===== src/rtl/hash_arbiter.sv =====
// Round-robin arbiter sharing one padder + Keccak core between NREQ message requesters.
// Optional idle-feed watchdog with abort pulse: define HASH_ARB_WATCHDOG_EN.
module hash_arbiter #(
    parameter int unsigned NREQ    = 2,
    parameter int unsigned IDW     = 1,
    parameter int unsigned TIMEOUT = 255
) (
    input  logic                clk,
    input  logic                reset,
    input  logic [NREQ*64-1:0]  req_in,
    input  logic [NREQ-1:0]     req_in_ready,
    input  logic [NREQ-1:0]     req_is_last,
    input  logic [NREQ*3-1:0]   req_byte_num,
    output logic [NREQ-1:0]     req_accept,
    output logic [NREQ-1:0]     res_valid,
    input  logic [NREQ-1:0]     res_ack,
    output logic [63:0]         pad_in,
    output logic                pad_in_ready,
    output logic                pad_is_last,
    output logic [2:0]          pad_byte_num,
    input  logic                pad_buffer_full,
    output logic                core_reset,
    input  logic                core_out_ready,
    output logic [IDW-1:0]      grant_id,
`ifdef HASH_ARB_WATCHDOG_EN
    output logic                abort,
`endif
    output logic                busy
);

    typedef enum logic [1:0] {
        IDLE,
        FEED,
        WAIT,
        DELIVER
    } state_t;

    state_t state, next_state;

    logic [IDW-1:0]    rr_ptr;
    logic [IDW-1:0]    hit_id;
    logic [IDW-1:0]    next_ptr;
    logic              hit;
    logic              own_ready;
    logic              own_ack;
    logic              timeout;
    logic [2*NREQ-1:0] ready_dbl;
    logic [NREQ-1:0]   ready_rot;
    logic [NREQ-1:0]   owner_onehot;

    function automatic logic [IDW-1:0] wrap_add(input logic [IDW-1:0] base,
                                                input int unsigned   off);
        int unsigned sum;
        sum = 32'(base) + off;
        if (sum >= NREQ) sum = sum - NREQ;
        return IDW'(sum);
    endfunction

    // Rotating the doubled request vector puts rr_ptr at bit 0, so the
    // lowest set bit of ready_rot is the round-robin winner.
    assign ready_dbl = {req_in_ready, req_in_ready} >> rr_ptr;
    assign ready_rot = ready_dbl[NREQ-1:0];

    always_comb begin
        hit    = 1'b0;
        hit_id = '0;
        for (int unsigned i = NREQ; i > 0; i--) begin
            if (ready_rot[i-1]) begin
                hit    = 1'b1;
                hit_id = wrap_add(rr_ptr, i - 1);
            end
        end
    end

    always_comb begin
        pad_in       = '0;
        pad_is_last  = 1'b0;
        pad_byte_num = '0;
        own_ready    = 1'b0;
        own_ack      = 1'b0;
        for (int unsigned k = 0; k < NREQ; k++) begin
            if (32'(grant_id) == k) begin
                pad_in       = req_in[64*k +: 64];
                pad_is_last  = req_is_last[k];
                pad_byte_num = req_byte_num[3*k +: 3];
                own_ready    = req_in_ready[k];
                own_ack      = res_ack[k];
            end
        end
    end

    assign next_ptr     = (32'(grant_id) == NREQ - 1) ? '0 : grant_id + 1'b1;
    assign owner_onehot = {{(NREQ-1){1'b0}}, 1'b1} << grant_id;

`ifdef HASH_ARB_WATCHDOG_EN
    localparam int unsigned WDW = $clog2(TIMEOUT + 1);

    logic [WDW-1:0] wd_cnt;

    assign timeout = (state == FEED) && (32'(wd_cnt) == TIMEOUT);
    assign abort   = timeout;

    always_ff @(posedge clk or negedge reset) begin
        if (!reset) begin
            wd_cnt <= '0;
        end else if (state != FEED || pad_in_ready) begin
            wd_cnt <= '0;
        end else if (!timeout) begin
            wd_cnt <= wd_cnt + 1'b1;
        end
    end
`else
    assign timeout = 1'b0;
`endif

    always_comb begin
        next_state   = state;
        pad_in_ready = 1'b0;
        case (state)
            IDLE: begin
                if (hit) next_state = FEED;
            end
            FEED: begin
                if (timeout) begin
                    next_state = IDLE;
                end else begin
                    pad_in_ready = own_ready & ~pad_buffer_full;
                    if (pad_in_ready && pad_is_last) next_state = WAIT;
                end
            end
            WAIT: begin
                if (!core_reset && core_out_ready) next_state = DELIVER;
            end
            DELIVER: begin
                if (own_ack) next_state = IDLE;
            end
            default: next_state = IDLE;
        endcase
        req_accept = pad_in_ready ? owner_onehot : '0;
    end

    always_ff @(posedge clk or negedge reset) begin
        if (!reset) begin
            state      <= IDLE;
            rr_ptr     <= '0;
            grant_id   <= '0;
            res_valid  <= '0;
            core_reset <= 1'b1;
        end else begin
            state      <= next_state;
            // Clear is held throughout IDLE so each message starts from a fresh core.
            core_reset <= (next_state == IDLE);
            if (state == IDLE && hit) grant_id <= hit_id;
            if (state == WAIT && next_state == DELIVER) res_valid <= owner_onehot;
            if (state == DELIVER && own_ack) begin
                res_valid <= '0;
                rr_ptr    <= next_ptr;
            end
            if (timeout) rr_ptr <= next_ptr;
        end
    end

    assign busy = (state != IDLE);

endmodule


===== config.mk =====
export PLATFORM = sky130hd
export DESIGN_NAME = hash_arbiter
export DESIGN_NICKNAME = d
export VERILOG_FILES = /design/src/rtl/hash_arbiter.sv
export SDC_FILE = /design/constraint.sdc
export NUM_CORES = 1
export LEC_CHECK = 0
export CAP_MARGIN = 20
export CORE_MARGIN = 2
export CORE_UTILIZATION = 19
export CTS_CLUSTER_DIAMETER = 120
export DETAILED_ROUTE_END_ITERATION = 6
export PLACE_DENSITY = 0.82
export SETUP_SLACK_MARGIN = 0.4
export SYNTH_ARGS = -nofsm -noshare
export SYNTH_HDL_FRONTEND = slang
export SYNTH_SLANG_ARGS = --single-unit
export TNS_END_PERCENT = 10

===== constraint.sdc =====
create_clock -name clk -period 1.3 [get_ports clk]
set_clock_uncertainty 0.1 [all_clocks]
set_input_delay 0.26 -clock clk [delete_from_list [all_inputs] [get_ports clk]]
set_output_delay 0.26 -clock clk [all_outputs]
set_load 0.005 [all_outputs]

# == Word-level counts from Yosys, hierarchy flattened ==
# Index checks and enable logic that the tools add are counted.
# totals
reg_bits,7
input_bits,144
output_inout_bits,76
elab_cells,50
# classes
addsub,4
order_cmp,2
eq_ne,4
shifts,2
n_mux,21
bitwise_logic,2
reduce_logical,10
# op_table
cell,count
$mux W64,1
$mux W2,7
$mux W1,11
$pmux W2 S4,1
$eq A2 B2 Y1 const B,3
$logic_and A1 B1 Y1,5
$logic_not A2 Y1,2
$reduce_bool A2 Y1,2
$shr A4 B1 Y2,1
$mux W3,1
$add A1 B1 Y2 const B,1
$eq A2 B1 Y1 const B,1
$ge A1 B2 Y1 const B,1
$ge A2 B2 Y1 const B,1
$shl A1 B1 Y2 const A,1
$sub A1 B1 Y1 const B,2
$add A1 B1 Y1 const B,1
$and A1 B1 Y1,1
$logic_not A1 Y1,1
$not A1 Y1,1

# == Depth between registers and ports, before layout ==
# Gate-level depths: netlist (run 1).
# logic_depth
word_depth,9
mapped_depth,5
ltp_nobuf,3

# == Least setup slack after synthesis (run 1) ==
# Ideal clock, no wire load.
# synth_timing
kind,reg-to-output
start,reg grant_id
end,out pad_byte_num[0]
t_arrival_ns,1.124
t_required_ns,0.940
slack_ns,-0.184
stages_incl_launch_ff,4
n_path_buf,2
path_cell_list,dfrtp_1 buf_2 buf_4 mux2_2
# synth_between
elab_chain_cells,1
# synth_lines
item,line_no,source
"start, declared",24,"output logic [IDW-1:0] grant_id,"
"start signal, assigned",153,if (state == IDLE && hit) grant_id <= hit_id;
$mux W3,82,if (32'(grant_id) == k) begin
"end, declared",20,"output logic [2:0] pad_byte_num,"
# Every way passes these cells.

# == Worst setup path in the final report (run 1) ==
# layout_timing
start,reg grant_id
end,out pad_in[22]
# layout_between
elab_chain_cells,1
# layout_lines
item,line_no,source
$mux W64,82,
"end, declared",17,"output logic [63:0] pad_in,"
# Every way passes these cells.

==> metrics.txt, run 1 <==
# TYPE chip_impl_metric gauge
chip_impl_metric{name="detail_route.iter0.violations",unit=""} 13
chip_impl_metric{name="clock_insertion_delay_worst_skew",unit="ns"} 0.23
chip_impl_metric{name="num_io_pins",unit=""} 220
chip_impl_info{name="violations",value="setup timing"} 1
chip_impl_metric{name="max-vdd-ir-drop",unit="µV"} 1009
chip_impl_metric{name="groute.usage.overall",unit=""} 0.1854
chip_impl_metric{name="antenna_left",unit=""} 0
chip_impl_metric{name="timing_hold_violations_final",unit=""} 0
chip_impl_metric{name="route.detailed.drc",unit=""} 0
chip_impl_metric{name="min_period_over_period",unit=""} 1.434
chip_impl_metric{name="vias",unit=""} 1970
chip_impl_info{name="worstSetupPathType",value="register to output port"} 1
chip_impl_metric{name="fmax",unit="MHz"} 536.3
chip_impl_metric{name="antenna_found_initial",unit=""} 0
chip_impl_metric{name="count_of_standard_cell_rows",unit=""} 29
chip_impl_metric{name="die-height",unit="µm"} 84.66
chip_impl_metric{name="post-dp-hpwl",unit="µm"} 5462
chip_impl_metric{name="tightest_slew",unit="ns"} 0.3351
chip_impl_metric{name="cts.reportedPaths.clkPinSlew",unit="ns"} 0.05
chip_impl_metric{name="final_util",unit=""} 0.5973
chip_impl_info{name="timing.hold.worst.class",value="input port to async pin"} 1
chip_impl_metric{name="maxCapViolCount",unit=""} 0
chip_impl_info{name="start_kind",value="register"} 1
chip_impl_metric{name="finalSetupViolCount",unit=""} 80
chip_impl_metric{name="die_area",unit="mm²"} 0.007167
chip_impl_metric{name="insertedDiodeCount",unit=""} 0
chip_impl_metric{name="fillers",unit=""} 554
chip_impl_metric{name="mappedNetlistNets",unit=""} 266
chip_impl_metric{name="clkSinkCount",unit=""} 7
chip_impl_metric{name="timing.critical_path.arrival",unit="ns"} 1.50
chip_impl_metric{name="detailedPlace.worstSlack",unit="ns"} -0.7899
chip_impl_info{name="status",value="complete, but fails checks"} 1
chip_impl_info{name="regToRegStartpoint",value="grant_id$_DFFE_PN0P_"} 1
chip_impl_metric{name="htree_levels",unit=""} 1
chip_impl_metric{name="synth-seq-area-share",unit=""} 0.1427
chip_impl_metric{name="finalWirelength",unit="µm"} 6939
chip_impl_metric{name="layout_min_cycle_time",unit="ns"} 1.864
chip_impl_info{name="worstSetupEndpointType",value="output port"} 1
chip_impl_metric{name="p_per_area",unit="mW/mm²"} 1497
chip_impl_metric{name="synth_area_per_cell",unit="µm²"} 10.13
chip_impl_metric{name="worstRegToRegCells",unit=""} 7
chip_impl_metric{name="post_drt_wl_per_cell",unit="µm"} 15.70
chip_impl_metric{name="wire_length_of_the_first_global_routing_pass",unit="µm"} 10840
chip_impl_metric{name="share_of_synthesized_cell_area_in_and_or_nand_and_nor_gates",unit=""} 0.08401
chip_impl_metric{name="leakage",unit="nW"} 1.652
chip_impl_info{name="worst_r2r_dst",value="state[1]$_DFF_PN0_"} 1
chip_impl_metric{name="maximum_number_of_pins_on_one_net_before_global_route_repair",unit=""} 14
chip_impl_metric{name="start_util",unit=""} 0.1958
chip_impl_metric{name="hold_buffers",unit=""} 0
chip_impl_metric{name="r2r_setup_slack",unit="ns"} -0.40
chip_impl_metric{name="layout-drive-gt1-share",unit=""} 0.5233
chip_impl_metric{name="critical_path_peak_fanout",unit=""} 7
chip_impl_info{name="grt_setup_unrepaired",value="yes"} 1
chip_impl_info{name="largest_family_of_logic_cells_by_synthesized_area",value="multiplexers"} 1
chip_impl_metric{name="gr-total-overflow",unit=""} 0
chip_impl_metric{name="placement.io_buffers",unit=""} 219
chip_impl_metric{name="maxSlewHeadroom",unit=""} 0.7759
chip_impl_metric{name="worst-endpoint-required",unit="ns"} 0.94
chip_impl_metric{name="syn-cell-area",unit="mm²"} 0.001236
chip_impl_metric{name="avgViaCountPerCell",unit=""} 4.457
chip_impl_info{name="clock_tree_from_tritoncts",value="yes"} 1
chip_impl_metric{name="first_global_vias",unit=""} 2170
chip_impl_metric{name="cts.path.max_buffers",unit=""} 2
chip_impl_metric{name="multiplexer_area_fraction_after_synthesis",unit=""} 0.6346
chip_impl_metric{name="synth_compound_area_frac",unit=""} 0.06377
chip_impl_metric{name="firstDrtPassIters",unit=""} 4
chip_impl_metric{name="die_w",unit="µm"} 84.66
chip_impl_metric{name="final_net_count",unit=""} 510
chip_impl_metric{name="flow.area_growth_from_synthesis",unit="%"} 205.1
chip_impl_metric{name="netlist-cell-type-count",unit=""} 25
chip_impl_info{name="clk_root_buffer_cell",value="sky130_fd_sc_hd__clkbuf_8"} 1
chip_impl_metric{name="synth_fa_ha_area_frac",unit=""} 0
chip_impl_metric{name="ys_ff_latch",unit=""} 7
chip_impl_metric{name="core_area",unit="mm²"} 0.006314
chip_impl_metric{name="synth-warning-count",unit=""} 0
chip_impl_metric{name="yosys.area_share.xor_xnor",unit=""} 0
chip_impl_metric{name="final.setup.worst_slack",unit="ns"} -0.5645
chip_impl_metric{name="cts_made_buffers",unit=""} 3
chip_impl_metric{name="globalplace.congestion",unit=""} 0.7659
chip_impl_metric{name="slew_viol_final",unit=""} 0
chip_impl_metric{name="synthesis.instances",unit=""} 122
==> cell usage after synthesis <==
cell | n | share of area
sky130_fd_sc_hd__o21ai_1 | 1 | 0.0040
sky130_fd_sc_hd__buf_6 | 1 | 0.0091
sky130_fd_sc_hd__nor3b_1 | 1 | 0.0061
sky130_fd_sc_hd__dfstp_2 | 1 | 0.021
sky130_fd_sc_hd__o221a_2 | 1 | 0.0091
sky130_fd_sc_hd__a211oi_2 | 1 | 0.010
sky130_fd_sc_hd__and4bb_2 | 1 | 0.010
sky130_fd_sc_hd__buf_2 | 2 | 0.0081
sky130_fd_sc_hd__nor2b_1 | 1 | 0.0051
sky130_fd_sc_hd__buf_4 | 7 | 0.043
sky130_fd_sc_hd__a21o_2 | 1 | 0.0071
sky130_fd_sc_hd__a31oi_1 | 2 | 0.010
sky130_fd_sc_hd__o21ai_0 | 1 | 0.0040
sky130_fd_sc_hd__dfrtp_1 | 6 | 0.12
sky130_fd_sc_hd__nor2_1 | 7 | 0.021
sky130_fd_sc_hd__nand2_1 | 4 | 0.012
sky130_fd_sc_hd__or4_4 | 1 | 0.0091
sky130_fd_sc_hd__mux2i_1 | 3 | 0.024
sky130_fd_sc_hd__nand2b_1 | 1 | 0.0051
sky130_fd_sc_hd__a21oi_1 | 3 | 0.012
sky130_fd_sc_hd__nand3_1 | 2 | 0.0081
sky130_fd_sc_hd__or3b_1 | 1 | 0.0071
sky130_fd_sc_hd__mux2_2 | 67 | 0.61
sky130_fd_sc_hd__o21ai_2 | 1 | 0.0071
sky130_fd_sc_hd__inv_1 | 5 | 0.015
==> metal layers <==
layer  global-route usage  vias up  part of all wire
met3              0.05113        8             0.091
met5                    0        -                 0
met4              0.02742        0             0.012
met2               0.3558      124              0.54
li1                     -      934                 -
met1               0.2058      904              0.36
==> sequential cells by signal (all words and copies together) (netlist names) <==
signal and cells:
core_reset 1, state 2, grant_id 1, rr_ptr 1
res_valid 2
==> power breakdown <==
part | switching (mW) | leakage, nW | total (mW) | internal (mW)
clock network | 0.105 | 0.0255 | 0.313 | 0.208
logic | 1.67 | 1.54 | 4.93 | 3.25
registers | 0.0803 | 0.0852 | 0.405 | 0.325
total | 1.86 | 1.65 | 5.65 | 3.79
==> through the flow <==
stage | area [µm²] | total power [mW] | setup TNS (ns) | hold slack, ns | std cells
3_5_place_dp | 3583 | 4.481 | -38.28 | 0.4351 | 420
2_1_floorplan | 1269 | 2.342 | -6.707 | -0.1356 | 122
5_1_grt | 3771 | 6.001 | -38.09 | 0.2298 | 442
4_1_cts | 3789 | 5.625 | -37.07 | 0.2019 | 442
3_3_place_gp | 3583 | 4.444 | -37.84 | 0.4093 | 420
6_report | 3771 | 5.647 | -35.33 | 0.1938 | 442
==> worst max-delay path by stage <==
stage / startpoint / end / cells after the start
floorplan: grant_id$_DFFE_PN0P_ / pad_byte_num[0] / 3
global placement: pad_buffer_full / pad_in_ready / 4
detailed placement: pad_buffer_full / pad_in_ready / 4
CTS: grant_id$_DFFE_PN0P_ / pad_in[14] / 5
global route: grant_id$_DFFE_PN0P_ / pad_in[45] / 5
finish: grant_id$_DFFE_PN0P_ / pad_in[22] / 5
==> critical path: stages (launching register included) <==
cell and delay (ns):
sky130_fd_sc_hd__dfrtp_2 0.43, sky130_fd_sc_hd__buf_12 0.15, sky130_fd_sc_hd__buf_12 0.13, sky130_fd_sc_hd__buf_16 0.13, sky130_fd_sc_hd__mux2_4 0.30, sky130_fd_sc_hd__buf_6 0.12
==> what timing repair did <==
action | CTS | global route
endpoints found under the hold margin | 0 | 0
pin swaps | 4 | 0
gates resized for setup | 312 | 29
gates cloned | 4 | 0
buffers inserted | 14 | 0
endpoints found under the setup margin | 83 | 83
==> cells by family (layout without fill, tap and decap cells) <==
family                 Yosys count  count (layout)
muxes                           70              70
buffers and inverters           15             258
DFF                              7               7
AOI/OAI and AO/OA               11              11
and+or+nand+nor                 19              19
==> final cells by class <==
cell class	instances	area (µm²)	area share
repair buffers	249	2405	0.6377
multi-input cells	100	1027	0.2724
flip-flops and latches	7	177.7	0.04711
well taps	77	96.34	0.02555
clock buffers	3	41.29	0.01095
inverters	5	18.77	0.004977
clock inverters	1	5.005	0.001327
==> cells in the final DEF (no fill, tap or decap), types with 2 or more instances in the layout <==
master,count
sky130_fd_sc_hd__o21ai_1,2
sky130_fd_sc_hd__nand2_1,3
sky130_fd_sc_hd__buf_16,4
sky130_fd_sc_hd__nand3_1,2
sky130_fd_sc_hd__mux2_4,8
sky130_fd_sc_hd__a21oi_2,2
sky130_fd_sc_hd__buf_8,2
sky130_fd_sc_hd__clkdlybuf4s50_1,143
sky130_fd_sc_hd__a31oi_1,2
sky130_fd_sc_hd__buf_4,8
sky130_fd_sc_hd__clkbuf_8,3
sky130_fd_sc_hd__inv_1,5
sky130_fd_sc_hd__mux2i_1,3
sky130_fd_sc_hd__buf_12,6
sky130_fd_sc_hd__buf_6,35
sky130_fd_sc_hd__buf_2,33
sky130_fd_sc_hd__dfrtp_1,5
sky130_fd_sc_hd__clkbuf_2,17
sky130_fd_sc_hd__mux2_2,59
sky130_fd_sc_hd__nor2_1,5
No activity file was read; power rests on OpenSTA's default activity.
==> inputs of run 2 (changes only) <==
Settings changed: CORE_AREA set to 2 2 86 88, CORE_MARGIN 2 to not set, CORE_UTILIZATION 19 to not set, CTS_BUF_LIST set to sky130_fd_sc_hd__clkbuf_8, DIE_AREA set to 0 0 88 90, PLACE_DENSITY 0.82 to 0.75.
Clock period 1.3 ns to 2.15 ns, I/O delays scaled along.
==> run 2 against run 1 <==
Compared with the run above:
- the flow now finishes without violations
- critical path depth unchanged
- die area rose by 11%
- highest routed layer unchanged
- final cell count up 5.4%
- global-route usage is 1.9 points lower
- combinational power decreased by 43%
- count of clock-buffer cells in the layout unchanged
- worst hold slack gained 0.18 ns
- utilization is 6.2 points lower
- via count up 0.76%
- power fell by 43%
- sequential share of layout area hardly changed
- sequential cell count stayed put
==> metrics.txt, run 2 (synthesis results as in run 1) <==
# TYPE chip_impl_metric gauge
chip_impl_info{name="status",value="completed"} 1
chip_impl_metric{name="maximum_number_of_pins_on_one_net_before_global_route_repair",unit=""} 15
chip_impl_metric{name="die_w",unit="µm"} 88
chip_impl_metric{name="stdcell_area",unit="mm²"} 0.003760
chip_impl_info{name="maxUsedRoutingLayer",value="met4"} 1
chip_impl_metric{name="hold_buffers",unit=""} 0
chip_impl_metric{name="count_of_standard_cell_rows",unit=""} 31
chip_impl_metric{name="placement.io_buffers",unit=""} 219
chip_impl_metric{name="wire_length_of_the_first_global_routing_pass",unit="µm"} 10400
chip_impl_metric{name="flow.area_growth_from_synthesis",unit="%"} 204.2
chip_impl_metric{name="timing_hold_violations_final",unit=""} 0
chip_impl_metric{name="wl_met1",unit="µm"} 2670
chip_impl_metric{name="cts.path.max_buffers",unit=""} 2
chip_impl_metric{name="htree_levels",unit=""} 1
chip_impl_info{name="clk_root_buffer_cell",value="sky130_fd_sc_hd__clkbuf_8"} 1
chip_impl_metric{name="critPathBufInv",unit=""} 4
chip_impl_metric{name="maxSlewHeadroom",unit=""} 0.7760
chip_impl_metric{name="r2r_setup_slack",unit="ns"} 0.50
chip_impl_info{name="worstSetupEndpointType",value="output port"} 1
chip_impl_metric{name="routed-wl-met2",unit="µm"} 3933
chip_impl_metric{name="gr-total-overflow",unit=""} 0
chip_impl_metric{name="critical_path_peak_fanout",unit=""} 6
chip_impl_metric{name="core_area",unit="mm²"} 0.007020
chip_impl_metric{name="die_area",unit="mm²"} 0.007920
chip_impl_metric{name="p_per_area",unit="mW/mm²"} 858.3
chip_impl_metric{name="groute.usage.overall",unit=""} 0.1660
chip_impl_metric{name="detail_route.iter0.violations",unit=""} 27
chip_impl_metric{name="layout-drive-gt1-share",unit=""} 0.4305
chip_impl_metric{name="min_period_over_period",unit=""} 0.9425
chip_impl_metric{name="vias",unit=""} 1985
chip_impl_metric{name="avgViaCountPerCell",unit=""} 4.260
chip_impl_metric{name="tightest_slew",unit="ns"} 0.3267
chip_impl_metric{name="finalHoldWorstSlack",unit="ns"} 0.3717
chip_impl_info{name="layout_top_registers",value="res_valid x2, state x2"} 1
chip_impl_metric{name="place_inst",unit=""} 440
chip_impl_metric{name="dr_wl_met3",unit="µm"} 654
chip_impl_info{name="mostFrequentLayoutCell",value="sky130_fd_sc_hd__clkdlybuf4s50_1"} 1
chip_impl_metric{name="insertedDiodeCount",unit=""} 0
chip_impl_metric{name="fin_cells",unit=""} 466
chip_impl_metric{name="cts_made_buffers",unit=""} 3
chip_impl_info{name="cp_cell_sequence",value="buf_12 > clkbuf_16 > buf_4 > mux2_2 > buf_2"} 1
chip_impl_metric{name="antenna_left",unit=""} 0
chip_impl_metric{name="globalplace.congestion",unit=""} 0.8140
chip_impl_metric{name="final_util",unit=""} 0.5356
chip_impl_info{name="worstSetupPathType",value="register to output port"} 1
chip_impl_metric{name="layout_min_cycle_time",unit="ns"} 2.026
chip_impl_metric{name="fmax",unit="MHz"} 493.5
chip_impl_metric{name="first_global_vias",unit=""} 2007
chip_impl_info{name="regToRegStartpoint",value="grant_id$_DFFE_PN0P_"} 1
chip_impl_info{name="grt_setup_unrepaired",value="yes"} 1
chip_impl_metric{name="power",unit="mW"} 3.227
chip_impl_metric{name="cts.reportedPaths.clkPinSlew",unit="ns"} 0.04
chip_impl_metric{name="worstRegToRegCells",unit=""} 6
chip_impl_metric{name="firstDrtPassIters",unit=""} 4
chip_impl_metric{name="detailedPlace.worstSlack",unit="ns"} -0.3311
chip_impl_metric{name="clkSinkCount",unit=""} 7
chip_impl_metric{name="maxCapViolCount",unit=""} 0
chip_impl_info{name="worst_r2r_dst",value="state[0]$_DFF_PN0_"} 1
chip_impl_metric{name="route.detailed.drc",unit=""} 0
chip_impl_info{name="slowest_stage",value="sky130_fd_sc_hd__dfrtp_2"} 1
chip_impl_metric{name="timing.critical_path.arrival",unit="ns"} 1.50
chip_impl_metric{name="max-vdd-ir-drop",unit="µV"} 364.7
chip_impl_info{name="crit_family",value="buffers and inverters"} 1
chip_impl_metric{name="slew_viol_final",unit=""} 0
chip_impl_metric{name="antenna_found_initial",unit=""} 0
chip_impl_metric{name="post_drt_wl_per_cell",unit="µm"} 15.79
chip_impl_metric{name="num_io_pins",unit=""} 220
chip_impl_metric{name="finalSetupViolCount",unit=""} 0
chip_impl_info{name="start_kind",value="register"} 1
chip_impl_metric{name="final.setup.tns",unit="ns"} 0
chip_impl_info{name="clock_tree_from_tritoncts",value="yes"} 1
chip_impl_metric{name="finalWirelength",unit="µm"} 7359
chip_impl_metric{name="die-height",unit="µm"} 90
chip_impl_metric{name="placed_cell_area",unit="mm²"} 0.003592
chip_impl_metric{name="start_util",unit=""} 0.1761
chip_impl_metric{name="clock_insertion_delay_worst_skew",unit="ns"} 0.22
chip_impl_metric{name="final.setup.worst_slack",unit="ns"} 0.1237
chip_impl_info{name="timing.hold.worst.class",value="input port to async pin"} 1
chip_impl_info{name="layout_common_cells",value="sky130_fd_sc_hd__clkdlybuf4s50_1, sky130_fd_sc_hd__mux2_2, sky130_fd_sc_hd__buf_2"} 1
chip_impl_metric{name="post-dp-hpwl",unit="µm"} 5952
chip_impl_metric{name="worst-endpoint-required",unit="ns"} 1.62
chip_impl_metric{name="final_net_count",unit=""} 512
chip_impl_metric{name="critical-path-max-stage-delay",unit="ns"} 0.44
chip_impl_metric{name="leakage",unit="nW"} 1.617
[run 2: changes by cell type in the layout (fill, tap and decap cells not counted), sizes merged]
cell and delta:
buf -19, dlygate4sd2 +16, clkdlybuf4s15 +12, clkbuf -10
clkdlybuf4s50 +3, clkinv -1, inv +1
[run 2: final cells by class]
type	count	area [µm²]
Inverter	5	18.77
Timing Repair Buffer	251	2396
Clock buffer	3	41.29
Sequential cell	7	177.7
Multi-Input combinational cell	100	998.5
Clock inverter	1	3.754
Tap cell	99	123.9
Fill cell	653	3261
[run 2: where the power goes]
part | leakage (nW) | internal (mW) | switching [mW]
clock network | 0.0269 | 0.124 | 0.0579
registers | 0.0852 | 0.196 | 0.0492
logic | 1.50 | 1.86 | 0.940
total | 1.62 | 2.18 | 1.05
[run 2: how the worst max path moves through the flow]
| stage | cells past startpoint | slack (ns) | start | to |
|---|---|---|---|---|
| after global routing | 4 | 0.07 | grant_id$_DFFE_PN0P_ | pad_in[40] |
| final | 5 | 0.12 | grant_id$_DFFE_PN0P_ | pad_in[31] |
| after CTS | 4 | 0.09 | grant_id$_DFFE_PN0P_ | pad_in[59] |
| after floorplan | 3 | 0.50 | grant_id$_DFFE_PN0P_ | pad_byte_num[0] |
| after global placement | 4 | -0.27 | pad_buffer_full | pad_in_ready |
| after detailed placement | 4 | -0.33 | pad_buffer_full | pad_in_ready |
[run 2: repair_timing]
action                     4_1_cts  5_1_grt
gates resized for setup        201       32
cloned                           3        2
setup endpoints to repair       74       74
setup buffers                   15        2
pin swaps                        2        0
[run 2: metal layers]
| metal | up-vias | global-route usage |
|---|---|---|
| li1 | 938 | - |
| met1 | 913 | 0.1793 |
| met2 | 126 | 0.3239 |
| met3 | 8 | 0.03030 |
| met4 | 0 | 0.03462 |
| met5 | - | 0 |
==> inputs of run 3 (changes only) <==
Settings changed: MAX_ROUTING_LAYER set to met4, TNS_END_PERCENT 10 to 20.
==> run 3 against run 2 <==
Compared with the run above:
- first-iteration DRC count is 7.4% higher
- power is 4.4% higher
- highest routed layer unchanged
- count of clock-buffer cells in the layout stayed put
- critical endpoint unchanged
- combinational power is 5% higher
- largest cell class unchanged
- non-clock buffer count is 1 higher
- critical path type unchanged
==> metrics.txt, run 3 (synthesis results as in run 1) <==
# TYPE chip_impl_metric gauge
chip_impl_info{name="status",value="completed"} 1
chip_impl_metric{name="maximum_number_of_pins_on_one_net_before_global_route_repair",unit=""} 15
chip_impl_metric{name="sw_frac_of_total",unit=""} 0.3244
chip_impl_metric{name="tightest_slew",unit="ns"} 0.3362
chip_impl_metric{name="post-dp-hpwl",unit="µm"} 5952
chip_impl_metric{name="finalWirelength",unit="µm"} 7582
chip_impl_metric{name="groute.usage.overall",unit=""} 0.1700
chip_impl_metric{name="start_util",unit=""} 0.1761
chip_impl_metric{name="post_drt_wl_per_cell",unit="µm"} 16.24
chip_impl_metric{name="layout-drive-gt1-share",unit=""} 0.4511
chip_impl_metric{name="avgViaCountPerCell",unit=""} 4.308
chip_impl_metric{name="timing.critical_path.arrival",unit="ns"} 1.51
chip_impl_metric{name="cts.path.max_buffers",unit=""} 2
chip_impl_info{name="slowest_stage",value="sky130_fd_sc_hd__dfrtp_2"} 1
chip_impl_metric{name="clkSinkCount",unit=""} 7
chip_impl_metric{name="flow.area_growth_from_synthesis",unit="%"} 209.5
chip_impl_metric{name="clock_insertion_delay_worst_skew",unit="ns"} 0.22
chip_impl_metric{name="combPwrFrac",unit=""} 0.873
chip_impl_info{name="clock_tree_from_tritoncts",value="yes"} 1
chip_impl_metric{name="cts.reportedPaths.clkPinSlew",unit="ns"} 0.04
chip_impl_info{name="timing.hold.worst.class",value="input port to async pin"} 1
chip_impl_metric{name="final.setup.tns",unit="ns"} 0
chip_impl_metric{name="p_per_area",unit="mW/mm²"} 881.0
chip_impl_info{name="crit_family",value="buffers and inverters"} 1
chip_impl_metric{name="area_occupied_by_multi_input_gates",unit="mm²"} 0.001032
chip_impl_metric{name="fin_cells",unit=""} 467
chip_impl_metric{name="maxSlewHeadroom",unit=""} 0.7695
chip_impl_metric{name="critical_path_peak_fanout",unit=""} 6
chip_impl_info{name="layout_top_registers",value="res_valid x2, state x2"} 1
chip_impl_metric{name="intPower",unit="mW"} 2.277
chip_impl_metric{name="stdcell_area",unit="mm²"} 0.003826
chip_impl_info{name="cp_cell_sequence",value="buf_12 > clkbuf_16 > buf_4 > mux2_2 > buf_2"} 1
chip_impl_info{name="worstSetupPathType",value="register to output port"} 1
chip_impl_metric{name="sequentialPowerShare",unit=""} 0.073
chip_impl_metric{name="maxCapViolCount",unit=""} 0
chip_impl_metric{name="place_inst",unit=""} 440
chip_impl_metric{name="first_global_vias",unit=""} 2017
chip_impl_metric{name="final_net_count",unit=""} 513
chip_impl_info{name="clk_root_buffer_cell",value="sky130_fd_sc_hd__clkbuf_8"} 1
chip_impl_metric{name="power",unit="mW"} 3.371
chip_impl_metric{name="gr-total-overflow",unit=""} 0
chip_impl_metric{name="cts_made_buffers",unit=""} 3
chip_impl_metric{name="leakage",unit="nW"} 1.673
chip_impl_metric{name="die_w",unit="µm"} 88
chip_impl_metric{name="core_area",unit="mm²"} 0.007020
chip_impl_metric{name="die_area",unit="mm²"} 0.007920
chip_impl_metric{name="num_io_pins",unit=""} 220
chip_impl_metric{name="count_of_standard_cell_rows",unit=""} 31
chip_impl_info{name="layout_common_cells",value="sky130_fd_sc_hd__clkdlybuf4s50_1, sky130_fd_sc_hd__mux2_2, sky130_fd_sc_hd__buf_2"} 1
chip_impl_info{name="worstSetupEndpointType",value="output port"} 1
chip_impl_metric{name="share_clk_of_total_power",unit=""} 0.054
chip_impl_metric{name="layout_min_cycle_time",unit="ns"} 2.037
chip_impl_metric{name="placement.io_buffers",unit=""} 219
chip_impl_metric{name="max-vdd-ir-drop",unit="µV"} 366.2
chip_impl_metric{name="route.detailed.drc",unit=""} 0
chip_impl_metric{name="insertedDiodeCount",unit=""} 0
chip_impl_metric{name="finalSetupViolCount",unit=""} 0
chip_impl_metric{name="critical-path-max-stage-delay",unit="ns"} 0.45
chip_impl_metric{name="net-switching-power",unit="mW"} 1.093
chip_impl_metric{name="die-height",unit="µm"} 90
chip_impl_metric{name="critPathBufInv",unit=""} 4
chip_impl_metric{name="fmax",unit="MHz"} 490.8
chip_impl_metric{name="vias",unit=""} 2012
chip_impl_metric{name="globalplace.congestion",unit=""} 0.8261
chip_impl_info{name="start_kind",value="register"} 1
chip_impl_metric{name="antenna_found_initial",unit=""} 0
chip_impl_metric{name="firstDrtPassIters",unit=""} 4
chip_impl_metric{name="timing_hold_violations_final",unit=""} 0
chip_impl_metric{name="slew_viol_final",unit=""} 0
chip_impl_metric{name="hold_buffers",unit=""} 0
chip_impl_metric{name="area.sequential",unit="µm²"} 177.7
chip_impl_metric{name="antenna_left",unit=""} 0
chip_impl_info{name="grt_setup_unrepaired",value="yes"} 1
chip_impl_metric{name="placed_cell_area",unit="mm²"} 0.003592
chip_impl_metric{name="min_period_over_period",unit=""} 0.9476
chip_impl_metric{name="detail_route.iter0.violations",unit=""} 29
chip_impl_metric{name="worst-endpoint-required",unit="ns"} 1.62
chip_impl_metric{name="htree_levels",unit=""} 1
chip_impl_metric{name="fillers",unit=""} 656
chip_impl_metric{name="wire_length_of_the_first_global_routing_pass",unit="µm"} 10340
chip_impl_info{name="mostFrequentLayoutCell",value="sky130_fd_sc_hd__clkdlybuf4s50_1"} 1
run 3: changes by cell type in the layout (fill, tap and decap cells not counted), moves of 2 or more:
cell and change:
sky130_fd_sc_hd__mux2_2 -9, sky130_fd_sc_hd__mux2_4 +9, sky130_fd_sc_hd__buf_6 +6, sky130_fd_sc_hd__dlygate4sd2_1 -4, sky130_fd_sc_hd__clkbuf_2 +3, sky130_fd_sc_hd__clkdlybuf4s15_1 -3, sky130_fd_sc_hd__buf_2 -2
run 3: repair_timing:
item / 4_1_cts / 5_1_grt
gates cloned: 3 / 3
setup endpoints to repair: 74 / 74
pin swaps: 2 / 0
gates resized for setup: 203 / 60
setup buffers: 15 / 2
run 3: layout make-up:
cell class	count	area share
Clock buffer	3	0.01079
Clock inverter	1	0.0009810
Inverter	5	0.004905
Multi-Input combinational cell	100	0.2698
Sequential cell	7	0.04644
Tap cell	99	0.03237
Timing Repair Buffer	252	0.6347
run 3: worst register-to-register path: cells and delay by family, from the launching register on:
kind | cells | cell delay, ns
buf+inv | 3 | 0.42
mux | 1 | 0.30
compound gates | 2 | 0.31
flops | 1 | 0.45
run 3: routing by layer:
layer | track usage | routed length, µm | vias to the layer above
li1 | - | - | 940
met2 | 0.3258 | 4068 | 128
met1 | 0.1805 | 2809 | 934
met4 | 0.03077 | 95 | 0
met5 | - | 0 | -
met3 | 0.02571 | 609 | 10
run 3: final timing paths:
path | from | end | slack [ns] | cells past startpoint
worst max-delay path | grant_id$_DFFE_PN0P_ | pad_in[31] | 0.11 | 5
worst min-delay path | reset | res_valid[0]$_DFFE_PN0P_ | 0.37 | 1
worst max register to register | grant_id$_DFFE_PN0P_ | state[0]$_DFF_PN0_ | 0.49 | 6
worst min register to register | res_valid[0]$_DFFE_PN0P_ | res_valid[0]$_DFFE_PN0P_ | 0.42 | 2
max in group asynchronous | reset | core_reset$_DFF_PN1_ | 1.29 | 1
min in group clk | res_valid[0]$_DFFE_PN0P_ | res_valid[0]$_DFFE_PN0P_ | 0.42 | 2
run 3: power by group through the flow:
stage / combinational, mW / clock (mW) / sequential, mW
after floorplan: 1.12 / 0 / 0.230
after global placement: 2.42 / 0 / 0.251
after detailed placement: 2.43 / 0 / 0.253
after CTS: 2.68 / 0.180 / 0.246
after global routing: 3.13 / 0.191 / 0.256
final: 2.94 / 0.182 / 0.246
run 3: through the flow:
step,utilization,setup slack (ns),hold WS [ns]
2_1_floorplan,-,0.4960,0.03441
3_3_place_gp,0.5117,-0.2723,0.4112
3_5_place_dp,0.5117,-0.3311,0.4122
4_1_cts,0.5268,0.09311,0.3829
5_1_grt,0.5450,0.05587,0.4029
6_report,0.5450,0.1127,0.3706
